--- src/rtl/sap1_pkg.sv ---
// Shared SAP-1 definitions: control-word bit positions, default widths and
// the memory-unit state encoding.
package sap1_pkg;

    // Control-word bit positions as driven by the sequencer (LSB first).
    localparam int INCR_PC      = 0;
    localparam int EN_PC        = 1;
    localparam int MAR_LOAD_N   = 2;
    localparam int RAM_EN_N     = 3;
    localparam int IR_LOAD_N    = 4;
    localparam int IR_EN_N      = 5;
    localparam int A_LOAD_N     = 6;
    localparam int A_EN_N       = 7;
    localparam int ALU_SUB      = 8;
    localparam int ALU_EN       = 9;
    localparam int B_LOAD_N     = 10;
    localparam int OUT_REG_LOAD = 11;

    // Default datapath widths.
    localparam int SAP1_ADDR_W = 4;
    localparam int SAP1_DATA_W = 8;

    // Memory-unit operating states.
    typedef enum logic [1:0] {
        ST_CLEAR = 2'd0,
        ST_PROG  = 2'd1,
        ST_RUN   = 2'd2
    } mem_state_e;

endpackage

--- src/rtl/sap1_ram16x8.sv ---
// Program/data RAM: one synchronous write port, one asynchronous read port.
module sap1_ram16x8 #(
    parameter int ADDR_W = 4,
    parameter int DATA_W = 8,
    parameter int DEPTH  = 16
) (
    input  logic              clk_i,
    input  logic              we_i,
    input  logic [ADDR_W-1:0] waddr_i,
    input  logic [DATA_W-1:0] wdata_i,
    input  logic [ADDR_W-1:0] raddr_i,
    output logic [DATA_W-1:0] rdata_o
);

    logic [DATA_W-1:0] r_mem [DEPTH];

    // Write the selected word on the rising edge when enabled.
    // NOTE: the array has no reset branch on purpose; a reset would turn it into
    // a wide register bank instead of RAM. Contents are zeroed by the owning FSM.
    always_ff @(posedge clk_i) begin
        if (we_i) begin
            r_mem[waddr_i] <= wdata_i;
        end
    end

    assign rdata_o = r_mem[raddr_i];

endmodule

--- src/rtl/sap1_mem_unit.sv ---
// SAP-1 memory stage: MAR, 16x8 RAM, post-reset RAM clear and program loader.
// Holds the CPU in reset until a program is loaded and run is requested.
module sap1_mem_unit
    import sap1_pkg::*;
#(
    parameter int ADDR_W = SAP1_ADDR_W,
    parameter int DATA_W = SAP1_DATA_W,
    parameter int DEPTH  = 16
) (
    input  logic              clk_i,
    input  logic              rstn_i,
    input  logic              run_i,
    input  logic              lm_n_i,
    input  logic              ce_n_i,
    input  logic [DATA_W-1:0] bus_i,
    input  logic              prog_valid_i,
    output logic              prog_ready_o,
    input  logic [ADDR_W-1:0] prog_addr_i,
    input  logic [DATA_W-1:0] prog_data_i,
    input  logic              prog_last_i,
    output logic              prog_done_o,
    output logic [ADDR_W-1:0] mar_o,
    output logic [DATA_W-1:0] ram_data_o,
    output logic              ram_drive_o,
    output logic              cpu_rstn_o
);

    localparam logic [ADDR_W-1:0] LAST_ADDR = ADDR_W'(DEPTH - 1);

    mem_state_e        r_state;
    logic [ADDR_W-1:0] r_cnt;
    logic [ADDR_W-1:0] r_mar;
    logic              r_prog_ready;
    logic              r_prog_done;
    logic              r_cpu_rstn;

    logic              w_we;
    logic [ADDR_W-1:0] w_waddr;
    logic [DATA_W-1:0] w_wdata;
    logic [DATA_W-1:0] w_rdata;
    logic              w_xfer;

    // Only the low ADDR_W bus bits address the RAM; the rest are dropped.
    logic [DATA_W-ADDR_W-1:0] w_unused_bus_hi;
    assign w_unused_bus_hi = bus_i[DATA_W-1:ADDR_W];

    assign w_xfer = prog_valid_i && r_prog_ready;

    // Sequencing FSM with registered handshake, done flag, MAR and CPU reset.
    // NOTE: every register here uses <= so all of them sample the pre-edge
    // values; a blocking = would leak a new value into later statements.
    always_ff @(posedge clk_i or negedge rstn_i) begin
        if (!rstn_i) begin
            r_state      <= ST_CLEAR;
            r_cnt        <= '0;
            r_mar        <= '0;
            r_prog_ready <= 1'b0;
            r_prog_done  <= 1'b0;
            r_cpu_rstn   <= 1'b0;
        end else begin
            case (r_state)
                ST_CLEAR: begin
                    r_cpu_rstn <= 1'b0;
                    r_cnt      <= r_cnt + 1'b1;
                    if (r_cnt == LAST_ADDR) begin
                        r_cnt <= '0;
                        if (run_i) begin
                            r_state      <= ST_RUN;
                            r_prog_ready <= 1'b0;
                        end else begin
                            r_state      <= ST_PROG;
                            r_prog_ready <= 1'b1;
                        end
                    end
                end
                ST_PROG: begin
                    r_cpu_rstn <= 1'b0;
                    if (w_xfer && prog_last_i) begin
                        r_prog_done <= 1'b1;
                    end
                    if (run_i) begin
                        r_state      <= ST_RUN;
                        r_prog_ready <= 1'b0;
                    end else begin
                        r_prog_ready <= 1'b1;
                    end
                end
                ST_RUN: begin
                    if (!run_i) begin
                        r_state      <= ST_PROG;
                        r_prog_ready <= 1'b1;
                        r_prog_done  <= 1'b0;
                        r_mar        <= '0;
                        r_cpu_rstn   <= 1'b0;
                    end else begin
                        r_prog_ready <= 1'b0;
                        r_cpu_rstn   <= 1'b1;
                        if (!lm_n_i) begin
                            r_mar <= bus_i[ADDR_W-1:0];
                        end
                    end
                end
                default: begin
                    r_state      <= ST_CLEAR;
                    r_cnt        <= '0;
                    r_mar        <= '0;
                    r_prog_ready <= 1'b0;
                    r_prog_done  <= 1'b0;
                    r_cpu_rstn   <= 1'b0;
                end
            endcase
        end
    end

    // Write-port mux: clear counter in CLEAR, program stream in PROG.
    // NOTE: defaults first so every path assigns every output and no latch forms.
    always_comb begin
        w_we    = 1'b0;
        w_waddr = '0;
        w_wdata = '0;
        case (r_state)
            ST_CLEAR: begin
                w_we    = 1'b1;
                w_waddr = r_cnt;
            end
            ST_PROG: begin
                w_we    = w_xfer;
                w_waddr = prog_addr_i;
                w_wdata = prog_data_i;
            end
            default: ;
        endcase
    end

    sap1_ram16x8 #(
        .ADDR_W (ADDR_W),
        .DATA_W (DATA_W),
        .DEPTH  (DEPTH)
    ) u_ram (
        .clk_i   (clk_i),
        .we_i    (w_we),
        .waddr_i (w_waddr),
        .wdata_i (w_wdata),
        .raddr_i (r_mar),
        .rdata_o (w_rdata)
    );

    // Bus drive is combinational from CE so the sequencer's falling-edge
    // control change is seen within the same cycle.
    always_comb begin
        ram_drive_o = (r_state == ST_RUN) && !ce_n_i;
        ram_data_o  = ram_drive_o ? w_rdata : '0;
    end

    assign prog_ready_o = r_prog_ready;
    assign prog_done_o  = r_prog_done;
    assign mar_o        = r_mar;
    assign cpu_rstn_o   = r_cpu_rstn;

endmodule

--- config.mk ---
export PLATFORM = sky130hd
export DESIGN_NAME = sap1_mem_unit
export DESIGN_NICKNAME = d
export VERILOG_FILES = /design/src/rtl/sap1_pkg.sv /design/src/rtl/sap1_ram16x8.sv /design/src/rtl/sap1_mem_unit.sv
export SDC_FILE = /design/constraint.sdc
export NUM_CORES = 1
export LEC_CHECK = 0
export ABC_AREA = 1
export CAP_MARGIN = 40
export CORE_MARGIN = 2
export CORE_UTILIZATION = 35
export DETAILED_ROUTE_END_ITERATION = 10
export HOLD_SLACK_MARGIN = 0.15
export SYNTH_ARGS = -nofsm -noshare
export SYNTH_HDL_FRONTEND = slang
export SYNTH_SLANG_ARGS = --single-unit
--- constraint.sdc ---
create_clock -name clk_i -period 4.5 [get_ports clk_i]
set_input_delay 0.45 -clock clk_i [delete_from_list [all_inputs] [get_ports clk_i]]
set_output_delay 0.45 -clock clk_i [all_outputs]
set_load 0.03 [all_outputs]
== Yosys cells after proc, flatten, opt, wreduce, memory -nomap -nowiden ==
Memories as Yosys holds them, arrays and structs flattened.
Cells that the tools add are included.
Word-level totals
  ROM bits: 0
  bits in writable memories: 128
  register bits after elaboration: 13
  input port bits: 27
  bits in latches: 0
  memories kept: 1
  output and inout port bits: 16
  logic and storage cells: 52
Memory list
  u_ram.r_mem: depth 16, bits a word 8, rd ports 1, clocked after memory_dff 0, write ports 1, line sap1_ram16x8.sv:15  | logic [DATA_W-1:0] r_mem [DEPTH];
Cells by class
  divide/modulo/power cells: 0
  equality and inequality tests: 8
  add/sub/neg operators: 1
  bitwise gates (word level): 2
  mux-type cells: 24
  magnitude comparators: 0
  shift-type cells: 0
  multipliers: 0
  reductions and logical operators: 10
Operators by type and width (number)
  $pmux 4 s2: 3
  $mux 8: 2
  $mux 4: 3
  $mux 1: 8
  $mux 2: 4
  $ne 2x2->1 const B: 4
  $pmux 2 s3: 1
  $reduce_and 3->1: 2
  $add 4x1->4 const B: 1
  $eq 4x4->1 const B: 1
  $pmux 1 s2: 2
  $reduce_or 2->1: 2
  $logic_and 1x1->1: 3
  $ne 3x3->1 const B: 1
  $pmux 1 s3: 1
  $eq 2x1->1 const B: 1
  $eq 2x2->1 const B: 1
  $logic_not 2->1: 1
  $not 1->1: 2
  $reduce_and 2->1: 1
  $logic_not 1->1: 1

== Depth between registers and ports, before layout ==
Gate-level depths: netlist of run 1.
  word-level depth: 4
  depth in mapped cells: 9
  gate-level depth less buffers: 9

== Cells and area by module ==
From an unflattened synthesis of run 1, not the netlist that was laid out.
Second synthesis, totals
  cells, all modules: 686
  area total of the unflattened synthesis: 6600.1 um^2
By module, submodules not included
  sap1_ram16x8: times used 1, cells each 543, sequential area each 3843.7 um^2, area an instance 5606.6 um^2
  sap1_mem_unit: times used 1, cells each 143, sequential area each 325.3 um^2, area an instance 993.5 um^2

== Worst setup path after synthesis of run 1 ==
OpenSTA, ideal clock, no wires.
  path type: register to output
  start point: register r_state[0]
  end point: output ram_data_o[0]
  cell stages (with the launch flop): 7
  data required time: 4050 ps
  arrival: 1927 ps
  path buffers: 0
  setup slack: 2123 ps
  cell sequence: dfrtp_1 > inv_1 > ha_1 > inv_1 > nor2_1 > inv_1 > a21oi_1
Between the ends
  longest elaborated chain between the ends: 3
Ends and longest elaborated chain
  from (decl): line sap1_mem_unit.sv:30  | mem_state_e r_state;
  from (signal assigned): line sap1_mem_unit.sv:54  | r_state <= ST_CLEAR;
  from (signal assigned): line sap1_mem_unit.sv:68  | r_state <= ST_RUN;
  from (signal assigned): line sap1_mem_unit.sv:71  | r_state <= ST_PROG;
  $eq 2x2->1: line sap1_mem_unit.sv:151  | ram_drive_o = (r_state == ST_RUN) && !ce_n_i;
  $logic_and 1x1->1: line sap1_mem_unit.sv:151
  net ram_drive_o: line sap1_mem_unit.sv:24  | output logic ram_drive_o,
  $mux 8: line sap1_mem_unit.sv:152  | ram_data_o = ram_drive_o ? w_rdata : '0;
  to (decl): line sap1_mem_unit.sv:23  | output logic [DATA_W-1:0] ram_data_o,
The timed path passes the listed nets, and every way through them passes these cells.

== Worst setup path after layout of run 1 ==
  start point: register r_mar[2], in the netlist mar_o[2]
  end point: output ram_data_o[3]
Between the ends
  longest elaborated chain between the ends: 2
Ends and longest elaborated chain
  from (decl): line sap1_mem_unit.sv:32  | logic [ADDR_W-1:0] r_mar;
  from (signal assigned): line sap1_mem_unit.sv:99  | r_mar <= bus_i[ADDR_W-1:0];
  $mem_v2 16x8
  $mux 8: line sap1_mem_unit.sv:152
Every way passes these cells.

==> summary.md, run 1 <==
The sequential cells in the finished layout cover a total of 4170 um2. The run gives 0 as the reported max-cap violation count. The largest voltage drop on the vdd net is 0.000344 V, and the part of the power in the clock network is 0.301. Number of enable flip-flop cells after synthesis: 128. TritonCTS built the clock tree. During synthesis, Yosys emitted a total of 0 warnings. The proportion of synthesized flip-flops having asynchronous set or reset is 0.0922.

Buffers placed on the I/O ports in this run total 38. Among all flip-flop cells after synthesis, the most frequent one is sky130_fd_sc_hd__edfxtp_1. Walking the worst path, the cells encountered are clkinv_1, nand3_1, nand3_1, a21oi_1, clkdlybuf4s50_1. The core region is 18,000 um2.

For this design, the slowest cell found on the critical path is sky130_fd_sc_hd__dfrtp_1. By instance count, the cell type seen most on the critical path is sky130_fd_sc_hd__nand3_1. For this design the static power due to leakage is 0.00310 uW. Counting the buffers created by CTS gives 17.

In this run the worst path has a maximum fanout of 18. Data arrives at the worst endpoint at 3.24 ns. The CTS H-tree depth is 4.

Setup repair after global routing left no endpoint under its margin. In this run, post-CTS repair resized a total of 0 instances. At the end of the flow, the number of nets in the layout was 706. For the finished layout, the period the worst path requires is 3.69 ns. For the sequential group share of total power, the log shows 0.396. For this run the aggregate overflow at the end of global routing stands at 0. Across the routed clock network, the largest skew measured is 0.00355 ns. At the pin with the least slew margin, the transition time is 0.842 ns. The most common cell in the synthesized netlist is sky130_fd_sc_hd__nand2_1. In this run the worst hold path is classified as in -> async. The areal power density over the cells is 584 nW/um2.

The logs give 0 for the count of unresolved DRC violations after routing and 1660 um2 for the footprint of the multi-input gates. The internal portion of the total power is 2820 uW. Routability-driven placement finished with a final weighted congestion of 0.860. The post-DP HPWL is 9330 um. In this run the count of I/O pins placed on the die edge is 43. The tree is rooted in a sky130_fd_sc_hd__clkbuf_16. The run gives 1530 uW as the switching component of the power. The clock passes through at most 2 buffers. The first routing iteration left 428 violations. The max-slew violation count is 0. The share of the synthesized area in the top cell type was 0.602. Library cell occupying the most area in the post-synthesis netlist: sky130_fd_sc_hd__edfxtp_1. By startpoint and endpoint, the worst setup path is classified as reg -> out. The tools report the number of hold violations in the final report as 0. Once detail routing completed, the nets flagged for antenna violations numbered 0. For this block, the routed nets add up to 14,800 um of wire. The share of the cycle needed by the critical path after routing came out at 0.819. The routed via count was 4,329; the setup TNS after final layout was 0 ns. The average cell area after synthesis was 10.0 um2; the die area was 19,300 um2. Clock-pin slew was measured on the worst setup and hold paths at 0.06 ns.

The highest attainable clock frequency is 271 MHz, and the number of inserted filler cells in the final layout is 1,729. The fraction of final layout cells sized beyond drive strength 1 came out at 0.0555. First-pass GRT wire length: 23,300 um.

Dividing the detail-routed wire length by the instance count gives 16.2 um. The number of global-route vias before repair was 4,215; the overall fraction of global-route tracks in use was 0.159. The synthesized design contains 141 register bits. The clock sink count is 141, and the initial standard-cell utilization of the core is 0.356. The first-pass iteration count of the detailed router was 6; the area growth from synthesis to layout was 16.5%. The number of setup buffers added after CTS was 0.

The sequential element share of the synthesized area was 0.653; the vertical die dimension was 139 um. The tools report the number of standard cells after synthesis as 638. Number of diodes added for antenna fixing: 0. The relative contribution of combinational cells to total power is 0.303.

The worst setup path is captured at an output pin. The die is 139 um wide. After synthesis, the netlist uses 26 different library cells.

The tools report the worst slew margin relative to its limit as 0.436. Hold repair after CTS inserted 0 buffers. The switching share of total power came out at 0.351. The tools report the synthesized area as 6390 um2. The largest net degree at the start of global routing came out at 66. The run finished with clean final reports.

The commonest cells after synthesis are sky130_fd_sc_hd__nand2_1 (215), sky130_fd_sc_hd__edfxtp_1 (128), sky130_fd_sc_hd__nand3_1 (96). For the data required time of the critical path, the log shows 4.05 ns. The tools report the fraction of the core area covered by cells at the end of the flow as 0.414. Number of nets in the synthesized netlist: 672. Setup violations remaining at the end of the flow were counted as 0. The latest clock arrival within the worst-skew pair was 0.42 ns; the number of placement rows was 49. The worst setup path is launched from a flop. By area the synthesized netlist is led by sky130_fd_sc_hd__edfxtp_1 (60%), sky130_fd_sc_hd__nand2_1 (13%), sky130_fd_sc_hd__nand3_1 (7.5%), sky130_fd_sc_hd__inv_1 (5.5%), sky130_fd_sc_hd__dfrtp_1 (5.1%). Maximum single-stage delay on the critical path: 0.79 ns. The initial antenna violation count is 0. The vias per cell works out to 4.74.
## through the flow
| stage | total power, uW | hold slack [ns] | setup WS, ns | cell area [um2] | cells |
|---|---|---|---|---|---|
| 2_1_floorplan | 2650 | 0.154 | 2.12 | 6390 | 638 |
| 3_3_place_gp | 3020 | 0.543 | 1.24 | 6890 | 882 |
| 3_5_place_dp | 3050 | 0.556 | 1.22 | 6890 | 882 |
| 4_1_cts | 4360 | 0.450 | 0.762 | 7440 | 914 |
| 5_1_grt | 4570 | 0.474 | 0.602 | 7440 | 914 |
| 6_report | 4340 | 0.449 | 0.814 | 7440 | 914 |
## worst paths after layout
kind,startpoint,end,slack (ns),cells after the start
max,mar_o[2],ram_data_o[3],0.81,5
max reg2reg,r_state[1],u_ram.r_mem[15][3],1.82,6
max in group asynchronous,rstn_i,mar_o[0],3.57,1
min reg2reg,prog_done_o,prog_done_o,0.57,2
min in group clk_i,prog_done_o,prog_done_o,0.57,2
min,rstn_i,r_state[0],0.45,1
## routing by layer
| metal | track usage | vias to the layer above | share of wire |
|---|---|---|---|
| li1 | - | 2146 | - |
| met1 | 0.223 | 2045 | 0.48 |
| met2 | 0.243 | 118 | 0.45 |
| met3 | 0.0369 | 20 | 0.055 |
| met4 | 0.0569 | 0 | 0.017 |
| met5 | 0 | - | 0 |
## state kept, by name (all words and copies together), names as in the netlist
| signal | cells |
|---|---|
| r_cnt | 4 |
| cpu_rstn_o | 1 |
| prog_ready_o | 1 |
| prog_done_o | 1 |
| r_state | 2 |
| u_ram.r_mem | 128 |
| mar_o | 4 |
## kinds of logic (layout without fill, tap and decap cells)
logic type      after synthesis  after routing  synth area share
xor+xnor                      1              1           0.00137
fa+ha+maj                     7              7            0.0137
compound gates               30             30            0.0257
buf+inv                     124            171            0.0874
simple gates                334            334             0.217
flops                       141            141             0.653
mux                           1              1           0.00176
## power groups by stage
stage | combinational, uW | sequential, uW | clock [uW]
after floorplan | 919 | 1730 | 0
after global placement | 1280 | 1740 | 0
after detailed placement | 1300 | 1750 | 0
after CTS | 1320 | 1720 | 1320
after global routing | 1470 | 1730 | 1370
final | 1320 | 1720 | 1310
## layout by cell type, fill, tap and decap left out, types with 3 or more instances in the layout
cell                                n
sky130_fd_sc_hd__clkdlybuf4s50_1   38
sky130_fd_sc_hd__clkbuf_1           3
sky130_fd_sc_hd__o21ai_0            8
sky130_fd_sc_hd__clkbuf_16         17
sky130_fd_sc_hd__inv_1             93
sky130_fd_sc_hd__a21oi_1           14
sky130_fd_sc_hd__dfrtp_1           12
sky130_fd_sc_hd__edfxtp_1         128
sky130_fd_sc_hd__ha_1               7
sky130_fd_sc_hd__inv_2              3
sky130_fd_sc_hd__clkinv_1           5
sky130_fd_sc_hd__nand3_1           96
sky130_fd_sc_hd__nand2_1          215
sky130_fd_sc_hd__clkinv_2           3
sky130_fd_sc_hd__clkbuf_8           4
sky130_fd_sc_hd__o22ai_1            4
sky130_fd_sc_hd__buf_4              3
sky130_fd_sc_hd__nor2_1            19
## critical path, delay by kind of cell, from the launching register on
family | cells | cell delay (ns)
buffers and inverters | 2 | 1.33
DFF | 1 | 0.79
and+or+nand+nor | 2 | 0.41
AOI/OAI and AO/OA | 1 | 0.28
## area by class of cell
class,count,area share
multi-input cells,373,0.223
well taps,229,0.0385
repair buffers,41,0.0541
flip-flops and latches,141,0.560
inverters,98,0.0494
clock buffers,24,0.0661
clock inverters,8,0.00857
Note: power is estimated with default switching activity, not from simulation.
==> run 2, diff against run 1 <==
clock period = 3.63 ns   (was 4.5 ns; I/O delays follow)
==> run 2 against run 1 <==
Count of clock-buffer cells in the layout decreased by 5. Critical path depth increased by 3. Utilization increased by 0.55 points. Routed wire length about the same. First-iteration DRC count decreased by 4.9%. Combinational power increased by 27%. Cell count increased by 0.66%. Hold slack got worse by 0.11 ns. Clock skew increased by 0.0036 ns. Design area increased by 1.3%. Sequential cell count unchanged. Sequential share of layout area decreased by 0.73 points. Critical path type unchanged. Largest cell class unchanged.
==> summary.md, run 2 (synthesized netlist as in run 1, its figures left out) <==
The run finished with clean final reports. The count of unresolved DRC violations after routing came out at 0 (unchanged). The most used routing layer in global routing was met2 (unchanged).

For the footprint of the multi-input gates, the log shows 1660 um2 (unchanged). Path class of the lowest-slack min-delay path: in -> async (unchanged). The data arrival time of the worst path is 2.96 ns (was 3.24 ns), and the routed via count is 4,331 (was 4,329).

Commonest non-fill, non-tap cell in the layout: sky130_fd_sc_hd__nand2_1 (unchanged). The worst reg-to-reg path cell count works out to 6 (unchanged). The final routed wire length divided by cell count is 16.1 um (was 16.2 um), and the final RePlAce weighted congestion is 0.817 (was 0.860).

The buffer type at the clock tree root is sky130_fd_sc_hd__clkbuf_16 (unchanged). The number of buffers between clock root and the deepest sink was 2 (unchanged). The largest voltage drop on the vdd net is 0.000370 V (was 0.000344 V). The clock transition at the registers of the reported paths is 0.06 ns (about the same), and the number of input and output port buffers inserted is 38 (unchanged). The instance area at placement was 6930 um2 (was 6890 um2); the area growth from synthesis to layout was 18.1% (was 16.5%). Number of diodes added for antenna fixing: 0 (unchanged). The areal power density over the cells was 739 nW/um2 (was 584 nW/um2); the final instance area was 7540 um2 (was 7440 um2).

The highest attainable clock frequency was 301 MHz. The area occupied by registers is 4170 um2 (unchanged), and the first-pass iteration count of the detailed router is 5 (was 6). The initial antenna violation count was 0 (unchanged); the CTS H-tree depth was 4 (unchanged). For the top-level port count, the log shows 43 (unchanged). The logs give 49 (unchanged) for the number of placement rows and 17 (unchanged) for the number of clock buffers inserted by TritonCTS. The tools report the kind of launch point of the worst setup path as a flop (unchanged). The fraction of final layout cells sized beyond drive strength 1 was 0.0651 (was 0.0555). The iteration-0 DRC count of the detailed router was 407 (was 428); the vertical die dimension was 139 um (unchanged).

The total congestion overflow after global routing is 0 (unchanged), and the total power consumption of the routed design is 5570 uW (was 4340 uW). The post-layout minimum cycle time was 3.32 ns. The latest clock arrival within the worst-skew pair is 0.42 ns (about the same).

TritonCTS built the clock tree. Core outline area: 18,000 um2 (unchanged). The tools report the met1 layer usage reported by global route as 0.222 (was 0.223).

The number of inserted filler cells in the final layout was 1,695 (was 1,729); the flip-flop count of the largest register, all copies and words added was 128 (unchanged). The number of nets with antenna violations after routing is 0 (unchanged), and the met2 track utilization from global routing is 0.239 (was 0.243). The tools report the initial standard-cell utilization of the core as 0.356 (unchanged). The endpoint type of the worst setup path was an output pin (unchanged).

The die area is 19,300 um2 (unchanged), and the highest net fanout along the worst path is 40 (was 18). The width of the chip is 139 um (unchanged). For the largest net degree at the start of global routing, the log shows 41 (was 66). Final setup violation count: 0 (unchanged). Kind of critical path: reg -> out (unchanged).

The tools report the clock sink count as 141 (unchanged). The vias per cell was 4.71 (was 4.74). The actual transition at the worst max-transition pin came out at 0.802 ns (was 0.842 ns).

The post-DP HPWL was 9550 um (was 9330 um); the met3 usage in global routing was 0.0435 (was 0.0369). Sum of routed wire length over all layers: 14,800 um (about the same). The share of the cycle needed by the critical path after routing was 0.915; the final-stage net count was 712 (was 706). The logs give 3.27 ns (was 4.05 ns) for the data required time of the critical path and 0 (unchanged) for the number of hold violations in the final report. The overall fraction of global-route tracks in use is 0.158 (was 0.159), and the number of global-route vias before repair is 4,101 (was 4,215). Setup repair after global routing left no endpoint under its margin. The run gives 0.464 (was 0.436) as the worst slew margin relative to its limit.

The worst clock skew is 0.00719 ns (was 0.00355 ns). For the first-pass GRT wire length, the log shows 23,100 um (was 23,300 um). The run gives 0.00314 uW (was 0.00310 uW) as the standby leakage power. The reported max-cap violation count was 0 (unchanged); the setup TNS after final layout was 0 ns (unchanged). The max-slew violation count is 0 (unchanged).

Most flop-heavy register: u_ram.r_mem (unchanged). Leading cell types in the layout, fill and taps excluded: sky130_fd_sc_hd__nand2_1 (215), sky130_fd_sc_hd__edfxtp_1 (128), sky130_fd_sc_hd__nand3_1 (96) (unchanged).
[run 2: cell types whose count changed in the layout (fill, tap and decap cells not counted)]
cell / previous run / this run
sky130_fd_sc_hd__buf_4: 3 / 8
sky130_fd_sc_hd__clkbuf_8: 4 / 0
sky130_fd_sc_hd__bufinv_16: 1 / 4
sky130_fd_sc_hd__clkinvlp_4: 1 / 3
sky130_fd_sc_hd__buf_6: 0 / 1
sky130_fd_sc_hd__clkbuf_1: 3 / 2
sky130_fd_sc_hd__clkinv_2: 3 / 2
sky130_fd_sc_hd__clkinv_4: 0 / 1
[run 2: critical path, stage by stage, from the launching register on]
cell and delay, ns:
sky130_fd_sc_hd__dfrtp_2 0.70, sky130_fd_sc_hd__buf_6 0.37, sky130_fd_sc_hd__nand2_1 0.08, sky130_fd_sc_hd__nand2_1 0.10
sky130_fd_sc_hd__nand2_1 0.05, sky130_fd_sc_hd__nand3_1 0.14, sky130_fd_sc_hd__nand3_1 0.14, sky130_fd_sc_hd__a21oi_1 0.22
sky130_fd_sc_hd__clkdlybuf4s50_1 0.70
[run 2: report_power, final]
group | total [uW] | internal (uW) | switching (uW) | leakage [uW]
registers | 2120 | 2020 | 103 | 0.00133
logic | 1680 | 487 | 1190 | 0.00152
clock network | 1780 | 1140 | 637 | 0.000285
[run 2: stage by stage]
step	worst slack (ns)	hold slack, ns	cells	util
global route	0.0895	0.384	920	0.420
CTS	0.151	0.355	920	0.420
floorplan	1.34	0.0674	638	-
global placement	0.621	0.540	888	0.386
detailed placement	0.623	0.551	888	0.386
finish	0.309	0.343	920	0.420
[run 2: cell type report]
cell class / count / area share
Timing Repair Buffer: 47 / 0.0599
Multi-Input combinational cell: 373 / 0.220
Clock buffer: 19 / 0.0574
Sequential cell: 141 / 0.553
Tap cell: 229 / 0.0380
Inverter: 98 / 0.0488
Clock inverter: 13 / 0.0229
[run 2: layer usage]
layer,routed length (um),vias to the layer above
met3,982,17
li1,-,2158
met1,6990,2006
met5,0,-
met4,211,0
met2,6600,150
[run 2: final timing paths]
| kind | start | slack (ns) | end |
|---|---|---|---|
| min in group clk_i | bus_i[2] | 0.56 | mar_o[2] |
| hold reg to reg | prog_done_o | 0.58 | prog_done_o |
| setup reg to reg | r_state[1] | 0.96 | u_ram.r_mem[13][1] |
| hold / removal | rstn_i | 0.34 | prog_done_o |
| max in group asynchronous | rstn_i | 2.83 | mar_o[0] |
| setup / recovery | mar_o[0] | 0.31 | ram_data_o[5] |
[run 2: timing repair]
action / in CTS / in global routing
resized for setup: 0 / 1
buffers inserted: 0 / 0
setup endpoints to repair: 0 / 4
hold buffers: 0 / 0
